$ cat src/rtl/lcd_frame_sched_if.sv
// Scheduler-side bundle: refresh request, frame-source fetch handshake, LCD write port and status.
// master = scheduler, slave = environment (frame source, LCD, host).
interface lcd_frame_sched_if;
  logic       start;
  logic       src_en;
  logic [7:0] src_data;
  logic       src_valid;
  logic       lcd_busy;
  logic       lcd_wr;
  logic       lcd_rs;
  logic [7:0] lcd_data;
  logic       busy;
  logic       frame_done;
  logic       err;

  modport master (
    input  start, src_data, src_valid, lcd_busy,
    output src_en, lcd_wr, lcd_rs, lcd_data, busy, frame_done, err
  );

  modport slave (
    output start, src_data, src_valid, lcd_busy,
    input  src_en, lcd_wr, lcd_rs, lcd_data, busy, frame_done, err
  );
endinterface

$ cat src/rtl/lcd_frame_sched.sv
// Streams an 8-page x 64-column frame to the LCD: per page two address commands, then fetch/write per byte.
// Registered outputs; first strobe 2 cycles after start, 3 cycles per byte; lcd_busy stalls any write in place.
module lcd_frame_sched #(
  parameter logic [7:0] CMD_PAGE = 8'hB8,
  parameter logic [7:0] CMD_COL  = 8'h40,
  parameter logic [7:0] WAIT_MAX = 8'd16
) (
  input  logic              clk,
  input  logic              rst,
  lcd_frame_sched_if.master bus
);

  localparam logic [2:0] S_IDLE      = 3'd0;
  localparam logic [2:0] S_SET_PAGE  = 3'd1;
  localparam logic [2:0] S_SET_COL   = 3'd2;
  localparam logic [2:0] S_FETCH     = 3'd3;
  localparam logic [2:0] S_WAIT_DATA = 3'd4;
  localparam logic [2:0] S_WRITE     = 3'd5;
  localparam logic [2:0] S_DONE      = 3'd6;

  logic [2:0] state_q, state_d;
  logic [2:0] page_q, page_d;
  logic [5:0] col_q, col_d;
  logic       pending_q, pending_d;
  logic [7:0] tmo_q, tmo_d;
  logic [7:0] byte_q, byte_d;
  logic       err_q, err_d;
  logic       src_en_q, src_en_d;
  logic       lcd_wr_q, lcd_wr_d;
  logic       lcd_rs_q, lcd_rs_d;
  logic [7:0] lcd_data_q, lcd_data_d;
  logic       busy_q, busy_d;
  logic       frame_done_q, frame_done_d;
  logic       tmo_hit;

  // Abort once this WAIT_DATA cycle would be the WAIT_MAX-th without data.
  assign tmo_hit = ({1'b0, tmo_q} + 9'd1) >= {1'b0, WAIT_MAX};

  always_comb begin
    state_d    = state_q;
    page_d     = page_q;
    col_d      = col_q;
    pending_d  = pending_q;
    tmo_d      = tmo_q;
    byte_d     = byte_q;
    err_d      = err_q;
    lcd_wr_d   = 1'b0;
    lcd_rs_d   = 1'b0;
    lcd_data_d = 8'h00;

    if (state_q != S_IDLE && bus.start) begin
      pending_d = 1'b1;
    end

    case (state_q)
      S_IDLE: begin
        page_d = 3'd0;
        col_d  = 6'd0;
        if (bus.start) begin
          err_d   = 1'b0;
          state_d = S_SET_PAGE;
        end
      end
      S_SET_PAGE: begin
        if (!bus.lcd_busy) begin
          lcd_wr_d   = 1'b1;
          lcd_data_d = CMD_PAGE | {5'd0, page_q};
          state_d    = S_SET_COL;
        end
      end
      S_SET_COL: begin
        if (!bus.lcd_busy) begin
          lcd_wr_d   = 1'b1;
          lcd_data_d = CMD_COL;
          state_d    = S_FETCH;
        end
      end
      S_FETCH: begin
        tmo_d   = 8'd0;
        state_d = S_WAIT_DATA;
      end
      S_WAIT_DATA: begin
        if (bus.src_valid) begin
          byte_d  = bus.src_data;
          state_d = S_WRITE;
        end else if (tmo_hit) begin
          err_d     = 1'b1;
          pending_d = 1'b0;
          state_d   = S_IDLE;
        end else begin
          tmo_d = tmo_q + 8'd1;
        end
      end
      S_WRITE: begin
        if (!bus.lcd_busy) begin
          lcd_wr_d   = 1'b1;
          lcd_rs_d   = 1'b1;
          lcd_data_d = byte_q;
          if (col_q != 6'd63) begin
            col_d   = col_q + 6'd1;
            state_d = S_FETCH;
          end else if (page_q != 3'd7) begin
            col_d   = 6'd0;
            page_d  = page_q + 3'd1;
            state_d = S_SET_PAGE;
          end else begin
            state_d = S_DONE;
          end
        end
      end
      S_DONE: begin
        // Counters are rewound here so a back-to-back frame starts at page 0.
        page_d = 3'd0;
        col_d  = 6'd0;
        if (pending_q || bus.start) begin
          pending_d = 1'b0;
          state_d   = S_SET_PAGE;
        end else begin
          state_d = S_IDLE;
        end
      end
      default: state_d = S_IDLE;
    endcase

    // Status outputs track the next state so they line up with the state they describe.
    src_en_d     = (state_d == S_FETCH);
    busy_d       = (state_d != S_IDLE);
    frame_done_d = (state_d == S_DONE);
  end

  always_ff @(posedge clk or posedge rst) begin
    if (rst) begin
      state_q      <= S_IDLE;
      page_q       <= 3'd0;
      col_q        <= 6'd0;
      pending_q    <= 1'b0;
      tmo_q        <= 8'd0;
      byte_q       <= 8'h00;
      err_q        <= 1'b0;
      src_en_q     <= 1'b0;
      lcd_wr_q     <= 1'b0;
      lcd_rs_q     <= 1'b0;
      lcd_data_q   <= 8'h00;
      busy_q       <= 1'b0;
      frame_done_q <= 1'b0;
    end else begin
      state_q      <= state_d;
      page_q       <= page_d;
      col_q        <= col_d;
      pending_q    <= pending_d;
      tmo_q        <= tmo_d;
      byte_q       <= byte_d;
      err_q        <= err_d;
      src_en_q     <= src_en_d;
      lcd_wr_q     <= lcd_wr_d;
      lcd_rs_q     <= lcd_rs_d;
      lcd_data_q   <= lcd_data_d;
      busy_q       <= busy_d;
      frame_done_q <= frame_done_d;
    end
  end

  assign bus.src_en     = src_en_q;
  assign bus.lcd_wr     = lcd_wr_q;
  assign bus.lcd_rs     = lcd_rs_q;
  assign bus.lcd_data   = lcd_data_q;
  assign bus.busy       = busy_q;
  assign bus.frame_done = frame_done_q;
  assign bus.err        = err_q;

endmodule

$ cat src/flat_wrapper.sv
// flat-port wrapper written by rule: the top's interface ports become plain ports
module lcd_frame_sched_flat 
#(
  parameter logic [7:0] CMD_PAGE = 8'hB8,
  parameter logic [7:0] CMD_COL  = 8'h40,
  parameter logic [7:0] WAIT_MAX = 8'd16
)
  (clk, rst, bus_start, bus_src_data, bus_src_valid, bus_lcd_busy, bus_src_en, bus_lcd_wr, bus_lcd_rs, bus_lcd_data, bus_busy, bus_frame_done, bus_err);
  lcd_frame_sched_if bus_i ();
  input  logic clk;
  input  logic rst;
  input wire logic [$bits(bus_i.start)-1:0] bus_start;
  input wire logic [$bits(bus_i.src_data)-1:0] bus_src_data;
  input wire logic [$bits(bus_i.src_valid)-1:0] bus_src_valid;
  input wire logic [$bits(bus_i.lcd_busy)-1:0] bus_lcd_busy;
  output wire logic [$bits(bus_i.src_en)-1:0] bus_src_en;
  output wire logic [$bits(bus_i.lcd_wr)-1:0] bus_lcd_wr;
  output wire logic [$bits(bus_i.lcd_rs)-1:0] bus_lcd_rs;
  output wire logic [$bits(bus_i.lcd_data)-1:0] bus_lcd_data;
  output wire logic [$bits(bus_i.busy)-1:0] bus_busy;
  output wire logic [$bits(bus_i.frame_done)-1:0] bus_frame_done;
  output wire logic [$bits(bus_i.err)-1:0] bus_err;
  assign bus_i.start = bus_start;
  assign bus_i.src_data = bus_src_data;
  assign bus_i.src_valid = bus_src_valid;
  assign bus_i.lcd_busy = bus_lcd_busy;
  assign bus_src_en = bus_i.src_en;
  assign bus_lcd_wr = bus_i.lcd_wr;
  assign bus_lcd_rs = bus_i.lcd_rs;
  assign bus_lcd_data = bus_i.lcd_data;
  assign bus_busy = bus_i.busy;
  assign bus_frame_done = bus_i.frame_done;
  assign bus_err = bus_i.err;
  lcd_frame_sched #(.CMD_PAGE(CMD_PAGE), .CMD_COL(CMD_COL), .WAIT_MAX(WAIT_MAX)) u_core (.clk(clk), .rst(rst), .bus(bus_i));
endmodule
$ cat config.mk
export PLATFORM = sky130hd
export DESIGN_NAME = lcd_frame_sched_flat
export DESIGN_NICKNAME = d
export VERILOG_FILES = /design/src/rtl/lcd_frame_sched_if.sv /design/src/rtl/lcd_frame_sched.sv /design/src/flat_wrapper.sv
export SDC_FILE = /design/constraint.sdc
export NUM_CORES = 1
export LEC_CHECK = 0
export ABC_AREA = 0
export CELL_PAD_IN_SITES_DETAIL_PLACEMENT = 0
export CELL_PAD_IN_SITES_GLOBAL_PLACEMENT = 1
export CORE_MARGIN = 3
export CORE_UTILIZATION = 30
export CTS_CLUSTER_SIZE = 24
export DETAILED_ROUTE_END_ITERATION = 10
export GPL_ROUTABILITY_DRIVEN = 0
export MAX_ROUTING_LAYER = met4
export PLACE_DENSITY_LB_ADDON = 0.1
export SYNTH_ARGS = -nofsm -noshare
export SYNTH_HDL_FRONTEND = slang
export SYNTH_SLANG_ARGS = --single-unit
$ cat constraint.sdc
create_clock -name clk -period 1.88 [get_ports clk]
set_clock_uncertainty 0.05 [all_clocks]
set_input_delay 0.376 -clock clk [delete_from_list [all_inputs] [get_ports clk]]
set_output_delay 0.376 -clock clk [all_outputs]
set_load 0.02 [all_outputs]
Word-level counts from Yosys, hierarchy flattened
Cells that the tools add are included.
{"block": "totals", "reg_bits": 43, "input_bits": 13, "output_inout_bits": 14, "elab_cells": 88}
{"block": "classes", "add_sub_neg": 4, "magnitude_cmp": 1, "n_eq_ne": 18, "muxes": 37, "n_reduce_logical": 15}
{"operator": "$mux 3", "count": 11}
{"operator": "$mux 8", "count": 4}
{"operator": "$pmux 8 s3", "count": 1}
{"operator": "$pmux 3 s7", "count": 1}
{"operator": "$mux 6", "count": 3}
{"operator": "$pmux 8 s2", "count": 1}
{"operator": "$eq 3x3->1 const B", "count": 4}
{"operator": "$pmux 6 s2", "count": 1}
{"operator": "$mux 1", "count": 11}
{"operator": "$ne 2x2->1 const B", "count": 5}
{"operator": "$add 8x1->9 const B", "count": 1}
{"operator": "$eq 3x2->1 const B", "count": 3}
{"operator": "$ge 9x5->1 const B", "count": 1}
{"operator": "$add 8x1->8 const B", "count": 1}
{"operator": "$reduce_and 4->1", "count": 2}
{"operator": "$mux 7", "count": 1}
{"operator": "$add 6x1->6 const B", "count": 1}
{"operator": "$ne 6x6->1 const B", "count": 1}
{"operator": "$pmux 3 s2", "count": 1}
{"operator": "$reduce_and 3->1", "count": 2}
{"operator": "$reduce_bool 2->1", "count": 3}
{"operator": "$reduce_bool 3->1", "count": 2}
{"operator": "$ne 2x1->1 const B", "count": 2}
{"operator": "$pmux 1 s2", "count": 2}
{"operator": "other kinds (10)", "count": 10}

Logic depth before layout (Yosys ltp)
Gate-level depths: netlist (run 1).
{"block": "depth", "word_depth": 6, "depth_mapped": 6, "mapped_depth_nobuf": 6}

Worst setup path before layout (run 1)
No wires, ideal clock.
{"block": "synth_timing", "path_kind": "register -> register", "from": "register u_core.tmo_q[0]", "to": "register u_core.tmo_q[1]", "setup_ns": 0.124, "arrival_time_ns": 1.565, "t_required_ns": 1.706, "setup_slack_ns": 0.141, "path_stages_with_launch": 6, "n_path_buf": 0, "period_less_slack_ns": 1.739, "path_cell_list": "dfrtp_1 ha_1 and3_1 mux2i_1 a21oi_1 a211o_1"}
{"block": "synth_via", "elab_chain_cells": 4, "word_cells_on_any_way": 8, "classes_between": "add/sub (2); order compare (1); eq/ne (1); mux (3); reduce/logical (1)"}
{"element": "start, declared", "line_no": "lcd_frame_sched.sv:25", "source": "logic [7:0] tmo_q, tmo_d;"}
{"element": "start signal, assigned", "line_no": "lcd_frame_sched.sv:151", "source": "tmo_q <= tmo_d;"}
{"element": "$add 8x1->9 or $add 8x1->8 (tied branches)", "line_no": "lcd_frame_sched.sv:37, lcd_frame_sched.sv:91"}
{"element": "$ge 9x5->1 or $mux 8 (tied branches)", "line_no": "lcd_frame_sched.sv:37, lcd_frame_sched.sv:86"}
{"element": "$ne 2x2->1 (no source line) or $mux 8 (tied branches)"}
{"element": "$reduce_and 3->1 (no source line) or $pmux 8 s2 (tied branches)"}
Parallel ways exist; a longest one is shown, timed or not. The select of a mux whose other input is x is not followed.
A chain may end at the register's enable or synchronous reset.

Worst setup path after layout (run 1)
{"block": "layout_timing", "from": "register u_core.tmo_q[1]", "to": "register u_core.tmo_q[1]"}
The elaborated chain is that of the path after synthesis.

==> results of run 1 <==
synthesized netlist by cell type, types with 3 or more instances:
library cell,n,share of area [%]
nor2_1,13,2.3
buf_2,3,0.72
dfrtp_1,43,52
nand3_1,7,1.7
o211ai_1,4,1.4
mux2_2,5,2.7
o21a_1,6,2.2
ha_1,5,3.0
inv_1,11,2.0
nand2_1,19,3.4
o21ai_0,8,1.9
and3_1,5,1.5
nor2b_1,4,1.2
mux2i_1,7,3.4
nor3_1,4,0.96
a21oi_1,14,3.4
or3_1,4,1.2
a211oi_1,3,1.1
nand3b_1,3,1.1
worst max-delay path: cells and delay by family (launching register included):
kind | cells | cell delay (ns)
compound gates | 2 | 0.50
fa+ha+maj | 1 | 0.18
flops | 1 | 0.37
mux | 1 | 0.36
simple gates | 1 | 0.21
worst min-delay path by stage:
stage               slack [ns]  depth (start not counted)       startpoint                      to
floorplan                 0.39                          1     bus_lcd_busy  u_core.bus.lcd_data[6]
finish                    0.39                          3              rst  u_core.bus.lcd_data[3]
detailed placement        0.45                          1  u_core.tmo_q[5]         u_core.tmo_q[5]
global route              0.43                          3              rst        u_core.byte_q[3]
global placement          0.44                          1  u_core.tmo_q[5]         u_core.tmo_q[5]
CTS                       0.40                          3              rst        u_core.byte_q[3]
layout make-up:
cell class / count / area, sq um / share of cell area [%]
multi-input combinational: 141 / 991 / 36.1
clock buffer: 5 / 68.8 / 2.51
timing repair buffer: 49 / 445 / 16.2
clock inverter: 3 / 25.0 / 0.911
tap: 77 / 96.3 / 3.51
inverter: 11 / 41.3 / 1.50
sequential: 43 / 1080 / 39.3
sequential cells by signal (all words and copies together), names as in the netlist, 3 cells and up:
| register | cells |
|---|---|
| u_core.bus.lcd_data | 8 |
| u_core.byte_q | 8 |
| u_core.col_q | 6 |
| u_core.page_q | 3 |
| u_core.state_q | 3 |
| u_core.tmo_q | 8 |
layer usage:
| metal | global-route usage, % | up-vias |
|---|---|---|
| met5 | - | - |
| met4 | 4.60 | 0 |
| met3 | 2.86 | 4 |
| met2 | 21.8 | 47 |
| met1 | 18.4 | 821 |
| li1 | - | 825 |
repair_timing:
| item | CTS | global route |
|---|---|---|
| gates resized for setup | 4 | 11 |
| hold buffers | 0 | 0 |
| endpoints found under the setup margin | 4 | 9 |
| pin swaps | 0 | 3 |
logic make-up after synthesis:
group,after synthesis
flops,43
buf+inv,17
mux,12
compound gates,47
xor+xnor,1
fa+ha+maj,5
simple gates,76
power breakdown:
group | internal [mW] | switching [mW]
combinational | 0.653 | 0.728
sequential | 1.18 | 0.177
clock | 0.266 | 0.340
total | 2.10 | 1.25
==> results.yml, run 1 <==
outcome:
  status: "complete, no violations"
sta:
  max_freq_mhz: 565
  setup_tns_ns: 0
  max_slew_margin_pct: 70.5
  drv_slew: 0
  rsz0062_at_grt: "no"
  setup_slack_ns: 0.110
  tightest_slew_ns: 0.443
  fin_crit_sh_pct: 94.2
  setup_viol: 0
  whs_ns: 0.388
  period_needed_ns: 1.77
  hold_viol: 0
logic_synthesis:
  synth_top_family_by_area: "simple AND/OR/NAND/NOR gates"
  synth-edff-count: 0
  synthesis.nets: 219
  async_reset_ff_share_pct: 100
  synth_fa_ha_area_share_pct: 3.00
  ys_warn_count: 0
  synth_xor_area_share_pct: 0.419
  synthMuxAreaShare_pct: 6.05
  synth_compound_area_share_pct: 14.9
  ys_ff_latch: 43
  synth_top_flop_cell: "dfrtp_1"
  ys_seq_area_share_pct: 51.5
  syn_inst: 201
  synthDistinctLibCells: 47
  synth-simple-area-share_pct: 20.7
  synth_area_sq_um: 2090
  avgSynthCellArea_sq_um: 10.4
final_layout:
  syn_to_final_growth_pct: 31.5
  mostFrequentLayoutCells: "dfrtp_1, clkdlybuf4s50_1, buf_4"
  final-instance-count-excl-fill: 329
  fillers: 657
  antenna_cells: 0
  fin_util_pct: 42.0
  drive_gt1_share_pct: 19.8
  final_area_sq_um: 2750
  final_common_cell: "dfrtp_1"
  nets: 269
worst_setup_path:
  end_kind: "flip-flop"
  critPathLaunchType: "flip-flop"
  crit_path_max_incr_delay_ns: 0.37
  rr_endpoint: "u_core.tmo_q[1]"
  critPathLaunch: "u_core.tmo_q[1]"
  crit_path_max_fanout: 7
  crit_path_top_delay_cell: "dfrtp_1"
  r2r_start: "u_core.tmo_q[1]"
  crit_chain: "ha_2 -> and3_4 -> mux2i_2 -> a21oi_2 -> a211o_1"
  r2r_setup_slack_ns: 0.11
  endpoint: "u_core.tmo_q[1]"
  crit_required_ns: 2.02
  critPathKind: "flip-flop to flip-flop"
  rr_worst_depth: 5
  cp_data_arrival_time_ns: 1.91
clocking:
  cts_setup_buffers: 0
  worstSkewPairLatency_ns: 0.30
  ctsRootBufferMaster: "clkbuf_8"
  cts.htree.levels: 2
  cts_buffers: 5
  clk_pin_slew_ns: 0.09
  clockBufferDepth: 2
  clock_sinks: 43
  cts_tree: "yes"
grt:
  antenna_found_initial: 0
  grt_pass1_wl_mm: 8.48
  grt_max_degree: 44
  grt_pass1_vias: 1755
  gr-total-overflow: 0
  grt_use_total_pct: 14.0
power:
  total_power_mw: 3.34
  p_per_area_nw_per_um2: 1220
  peakVddDrop_mv: 0.475
  leakagePower_nw: 1.20
drt:
  vias_per_cell: 5.16
  drc: 0
  wl_met3_um: 192
  wl_met2_mm: 2.37
  vias: 1697
  wl_met1_mm: 2.33
  ant_nets: 0
  detail_route.iter0.violations: 53
  routed.top_layer: "met4"
  dr.pass1.iters: 4
  wl_per_cell_um: 15.0
  wirelength_mm: 4.92
place:
  hpwl_mm: 3.59
  portBuffers: 26
  dp.cells: 321
  dp_slack_ns: -0.174
  dpl-instance-area_sq_um: 2600
die:
  core_sq_um: 6530
  boundaryPins: 27
  start_util_pct: 32.0
  die_w_um: 89.4
  rows: 29
  die_area_sq_um: 8000
  die_h_um: 89.4
worst_hold_path:
  hold_class: "primary input to async pin"
flow_run:
  timing.max_cap.violations: 0
Note: power is estimated with default switching activity, not from simulation.
==> inputs of run 2 (changes only) <==
--- a/config.mk
+++ b/config.mk
@@ -10,7 +10,8 @@
 export CELL_PAD_IN_SITES_GLOBAL_PLACEMENT = 1
 export CORE_MARGIN = 3
-export CORE_UTILIZATION = 30
+export CORE_UTILIZATION = 44
 export CTS_CLUSTER_SIZE = 24
 export DETAILED_ROUTE_END_ITERATION = 10
+export DONT_BUFFER_PORTS = 1
 export GPL_ROUTABILITY_DRIVEN = 0
 export MAX_ROUTING_LAYER = met4
--- a/constraint.sdc
+++ b/constraint.sdc
@@ -3,3 +3,3 @@
 set_input_delay 0.376 -clock clk [delete_from_list [all_inputs] [get_ports clk]]
 set_output_delay 0.376 -clock clk [all_outputs]
-set_load 0.02 [all_outputs]
+set_load 0.1 [all_outputs]
==> run 2 against run 1 <==
Compared with the run above:
- first-iteration DRC count is 120% higher
- sequential power hardly changed
- highest routed layer unchanged
- final cell count is 13% lower
- utilization is 13 points higher
- non-clock buffer count is 19 lower
- critical path depth stayed put
- sequential cell count stayed put
- power is 11% higher
- critical path type unchanged
- critical endpoint is now u_core.bus.busy
==> results.yml, run 2 (synthesis results as in run 1) <==
die:
  boundaryPins: 27
  die_area_sq_um: 5610
  core_sq_um: 4470
  rows: 24
  start_util_pct: 46.7
  die_w_um: 74.9
  die_h_um: 74.9
grt:
  grt_pass1_vias: 1490
  grt_max_degree: 44
  antenna_found_initial: 0
  grt_pass1_wl_mm: 7.20
  grt_use_total_pct: 17.3
  gr-total-overflow: 0
worst_setup_path:
  critPathLaunchType: "flip-flop"
  rr_endpoint: "u_core.bus.busy"
  cp_data_arrival_time_ns: 2.00
  crit_path_max_fanout: 5
  end_kind: "flip-flop"
  r2r_setup_slack_ns: 0.04
  crit_path_max_incr_delay_ns: 0.40
  crit_required_ns: 2.03
  rr_worst_depth: 5
  r2r_start: "u_core.tmo_q[0]"
  crit_chain: "ha_2 -> and3_4 -> mux2_4 -> o32a_1 -> o211ai_1"
  critPathKind: "flip-flop to flip-flop"
  crit_path_top_delay_cell: "o32a_1"
sta:
  fin_crit_sh_pct: 98.1
  max_freq_mhz: 542
  rsz0062_at_grt: "yes"
  setup_viol: 0
  max_slew_margin_pct: 47.4
  hold_viol: 0
  drv_slew: 0
  period_needed_ns: 1.84
  tightest_slew_ns: 0.769
  setup_tns_ns: 0
final_layout:
  fillers: 409
  nets: 250
  mostFrequentLayoutCells: "dfrtp_1, buf_4, nand2_1"
  final-instance-count-excl-fill: 285
  fin_util_pct: 55.4
  syn_to_final_growth_pct: 18.7
  antenna_cells: 0
  final_common_cell: "dfrtp_1"
  drive_gt1_share_pct: 24.5
power:
  leakagePower_nw: 1.13
  total_power_mw: 3.69
  peakVddDrop_mv: 1.01
  p_per_area_nw_per_um2: 1490
clocking:
  cts.htree.levels: 2
  cts_buffers: 5
  clk_pin_slew_ns: 0.09
  cts_tree: "yes"
  clockBufferDepth: 2
  ctsRootBufferMaster: "clkbuf_8"
  clock_sinks: 43
  worstSkewPairLatency_ns: 0.29
drt:
  vias_per_cell: 5.49
  dr.pass1.iters: 4
  wl_per_cell_um: 14.8
  vias: 1566
  wirelength_mm: 4.23
  detail_route.iter0.violations: 117
  drc: 0
  ant_nets: 0
flow_run:
  timing.max_cap.violations: 0
place:
  dp.cells: 274
  hpwl_mm: 3.08
  portBuffers: 0
worst_hold_path:
  hold_class: "primary input to async pin"
outcome:
  status: "complete, no violations"
-- run 2: cell types whose count changed in the layout (fill, tap and decap cells not counted), sizes merged --
| cell | change |
|---|---|
| clkdlybuf4s50 | -26 |
| buf | +7 |
| clkinv | -1 |
| clkinvlp | +1 |
-- run 2: what timing repair did --
| item | CTS | global route |
|---|---|---|
| hold buffers | 0 | 0 |
| setup endpoints to repair | 0 | 10 |
| hold endpoints to repair | 0 | 0 |
| buffers inserted | 0 | 3 |
| resized for setup | 0 | 11 |
-- run 2: worst max path at each step --
stage / startpoint / to / slack, ns / depth (start not counted)
floorplan: u_core.tmo_q[0] / u_core.tmo_q[1] / 0.14 / 5
global placement: u_core.tmo_q[0] / u_core.tmo_q[1] / 0.11 / 5
detailed placement: u_core.tmo_q[0] / u_core.tmo_q[1] / 0.05 / 5
CTS: u_core.tmo_q[0] / u_core.tmo_q[1] / 0.02 / 5
global route: u_core.tmo_q[0] / u_core.bus.busy / -0.03 / 5
finish: u_core.tmo_q[0] / u_core.bus.busy / 0.04 / 5
-- run 2: worst max-delay path, delay by kind of cell (launching register included) --
family,cells,cell delay (ns)
AOI/OAI and AO/OA,2,0.59
DFF,1,0.39
muxes,1,0.33
adders and majority gates,1,0.20
and+or+nand+nor,1,0.19
-- run 2: routing by layer --
layer	track usage, %	routed length, um	up-vias
met4	3.56	15	0
met1	24.7	2070	759
met5	-	0	-
li1	-	-	781
met2	25.0	1990	24
met3	4.01	144	2
-- run 2: metrics by stage --
step,instance area [sq um],hold slack [ns],setup WS (ns)
finish,2480,0.0359,0.0362
global route,2480,0.0689,-0.0335
CTS,2420,0.0525,0.0239
detailed placement,2330,0.380,0.0459
global placement,2330,0.368,0.112
floorplan,2090,0.389,0.141
-- run 2: area by class of cell --
type | count | area, sq um | area share, %
timing repair buffer | 30 | 225 | 9.09
sequential | 43 | 1080 | 43.5
inverter | 11 | 41.3 | 1.67
tap | 52 | 65.1 | 2.62
multi-input combinational | 141 | 976 | 39.4
clock inverter | 3 | 23.8 | 0.959
clock buffer | 5 | 68.8 | 2.78
-- run 2: power by group --
group / switching [mW] / internal [mW] / total [mW]
logic: 1.18 / 0.555 / 1.73
registers: 0.187 / 1.18 / 1.36
clock network: 0.333 / 0.266 / 0.599
total: 1.70 / 2.00 / 3.69
==> inputs of run 3 (changes only) <==
CORE_MARGIN = 2   (was 3)
==> run 3 against run 2 <==
Compared with the run above:
- sequential cell count unchanged
- via count is 1.8% higher
- register-to-register slack gained 0.05 ns
- die area down 5.3%
- utilization decreased by 2.0 points
- maximum frequency grew 2.6%
- non-clock buffer count decreased by 1
- sequential power barely moved
- final cell count unchanged
- clock-buffer cell count increased by 1
==> results.yml, run 3 (synthesis results as in run 1) <==
final_layout:
  antenna_cells: 0
  final_common_cell: "dfrtp_1"
  fin_util_pct: 53.4
  final-instance-count-excl-fill: 285
  drive_gt1_share_pct: 21.6
  final_area_sq_um: 2490
  syn_to_final_growth_pct: 19.2
  mostFrequentLayoutCells: "dfrtp_1, buf_4, nand2_1"
  fillers: 402
  nets: 249
grt:
  grt_max_degree: 24
  grt_pass1_wl_mm: 7.04
  gr-total-overflow: 0
  grt_use_total_pct: 17.7
  grt_pass1_vias: 1517
  antenna_found_initial: 0
sta:
  setup_viol: 0
  hold_viol: 0
  fin_crit_sh_pct: 95.6
  max_slew_margin_pct: 46.8
  period_needed_ns: 1.80
  setup_tns_ns: 0
  max_freq_mhz: 556
  tightest_slew_ns: 0.778
  drv_slew: 0
drt:
  detail_route.iter0.violations: 41
  dr.pass1.iters: 5
  wirelength_mm: 4.16
  vias: 1594
  wl_per_cell_um: 14.6
  vias_per_cell: 5.59
  ant_nets: 0
  drc: 0
flow_run:
  timing.max_cap.violations: 0
worst_setup_path:
  critPathLaunchType: "flip-flop"
  critical_path.top_delay_family: "simple AND/OR/NAND/NOR gates"
  end_kind: "flip-flop"
  cp_data_arrival_time_ns: 1.96
  critPathLaunch: "u_core.page_q[0]"
  crit_required_ns: 2.05
  crit_chain: "ha_1 -> ha_2 -> nand4b_1 -> nor3_4 -> buf_4 -> mux2i_1"
  crit_path_max_fanout: 4
  crit_path_max_incr_delay_ns: 0.42
  critPathBufInv: 1
  r2r_start: "u_core.page_q[0]"
  critPathKind: "flip-flop to flip-flop"
  crit_path_top_delay_cell: "dfrtp_1"
worst_hold_path:
  hold_class: "primary input to flip-flop"
  hold_start: "bus_lcd_busy"
power:
  leakagePower_nw: 1.15
  total_power_mw: 3.77
  p_per_area_nw_per_um2: 1510
  peakVddDrop_mv: 1.41
clocking:
  ctsRootBufferMaster: "clkbuf_8"
  clockBufferDepth: 2
  cts_buffers: 5
  worstSkewPairLatency_ns: 0.29
  cts_tree: "yes"
  clock_sinks: 43
  clk_pin_slew_ns: 0.07
  cts.htree.levels: 2
die:
  start_util_pct: 44.8
  die_area_sq_um: 5310
  die_w_um: 72.9
  rows: 25
  core_sq_um: 4660
  die_h_um: 72.9
  boundaryPins: 27
place:
  portBuffers: 0
  hpwl_mm: 3.10
  dp.cells: 274
  dpl-instance-area_sq_um: 2330
outcome:
  status: "complete, no violations"
==> run 3: cell types whose count changed in the layout (fill, tap and decap cells not counted), sizes merged <==
cell         previous run  this run
bufinv                  0         1
clkinvlp                2         0
inv                    11        10
buf                    30        28
dlygate4sd3             0         1
clkbuf                  5         6
==> run 3: what timing repair did <==
item                                   4_1_cts  5_1_grt
hold buffers                                 1        0
endpoints found under the hold margin       20        0
setup buffers                                0        3
gates resized for setup                      1        8
setup endpoints to repair                    1       16
pin swaps                                    0        2
==> run 3: stage by stage <==
step,hold WS (ns),setup slack [ns]
final,0.0892,0.0829
after global routing,0.0775,-0.00487
after global placement,0.287,0.0426
after CTS,0.0806,0.0233
after detailed placement,0.292,-0.0169
after floorplan,0.389,0.141
==> run 3: layer usage <==
metal / vias up / track usage, % / part of all wire [%]
li1: 780 / - / -
met1: 760 / 23.6 / 49
met2: 45 / 26.7 / 45
met3: 9 / 4.14 / 4.5
met4: 0 / 6.17 / 1.8
met5: - / - / 0
==> run 3: worst paths after layout <==
| check | endpoint | slack [ns] | cells after the start |
|---|---|---|---|
| min reg2reg | u_core.tmo_q[7] | 0.46 | 1 |
| max | u_core.page_q[0] | 0.08 | 6 |
| max reg2reg | u_core.page_q[0] | 0.08 | 6 |
| min in group asynchronous | u_core.state_q[0] | 0.53 | 2 |
| min | u_core.bus.lcd_data[6] | 0.09 | 1 |
| max in group asynchronous | u_core.page_q[1] | 0.74 | 3 |
==> run 3: cell type report <==
type                    instances  area, sq um  area share, %
clock buffers                   6         72.6           2.92
clock inverters                 1         30.0           1.21
inverters                      11         41.3           1.66
multi-input cells             141          967           38.9
flip-flops and latches         43         1080           43.3
well taps                      54         67.6           2.71
repair buffers                 29          233           9.35
==> run 3: power breakdown <==
group	total (mW)	internal [mW]	switching (mW)
Combinational	1.72	0.549	1.17
Clock	0.679	0.389	0.290
Sequential	1.37	1.18	0.190
Total	3.77	2.11	1.65
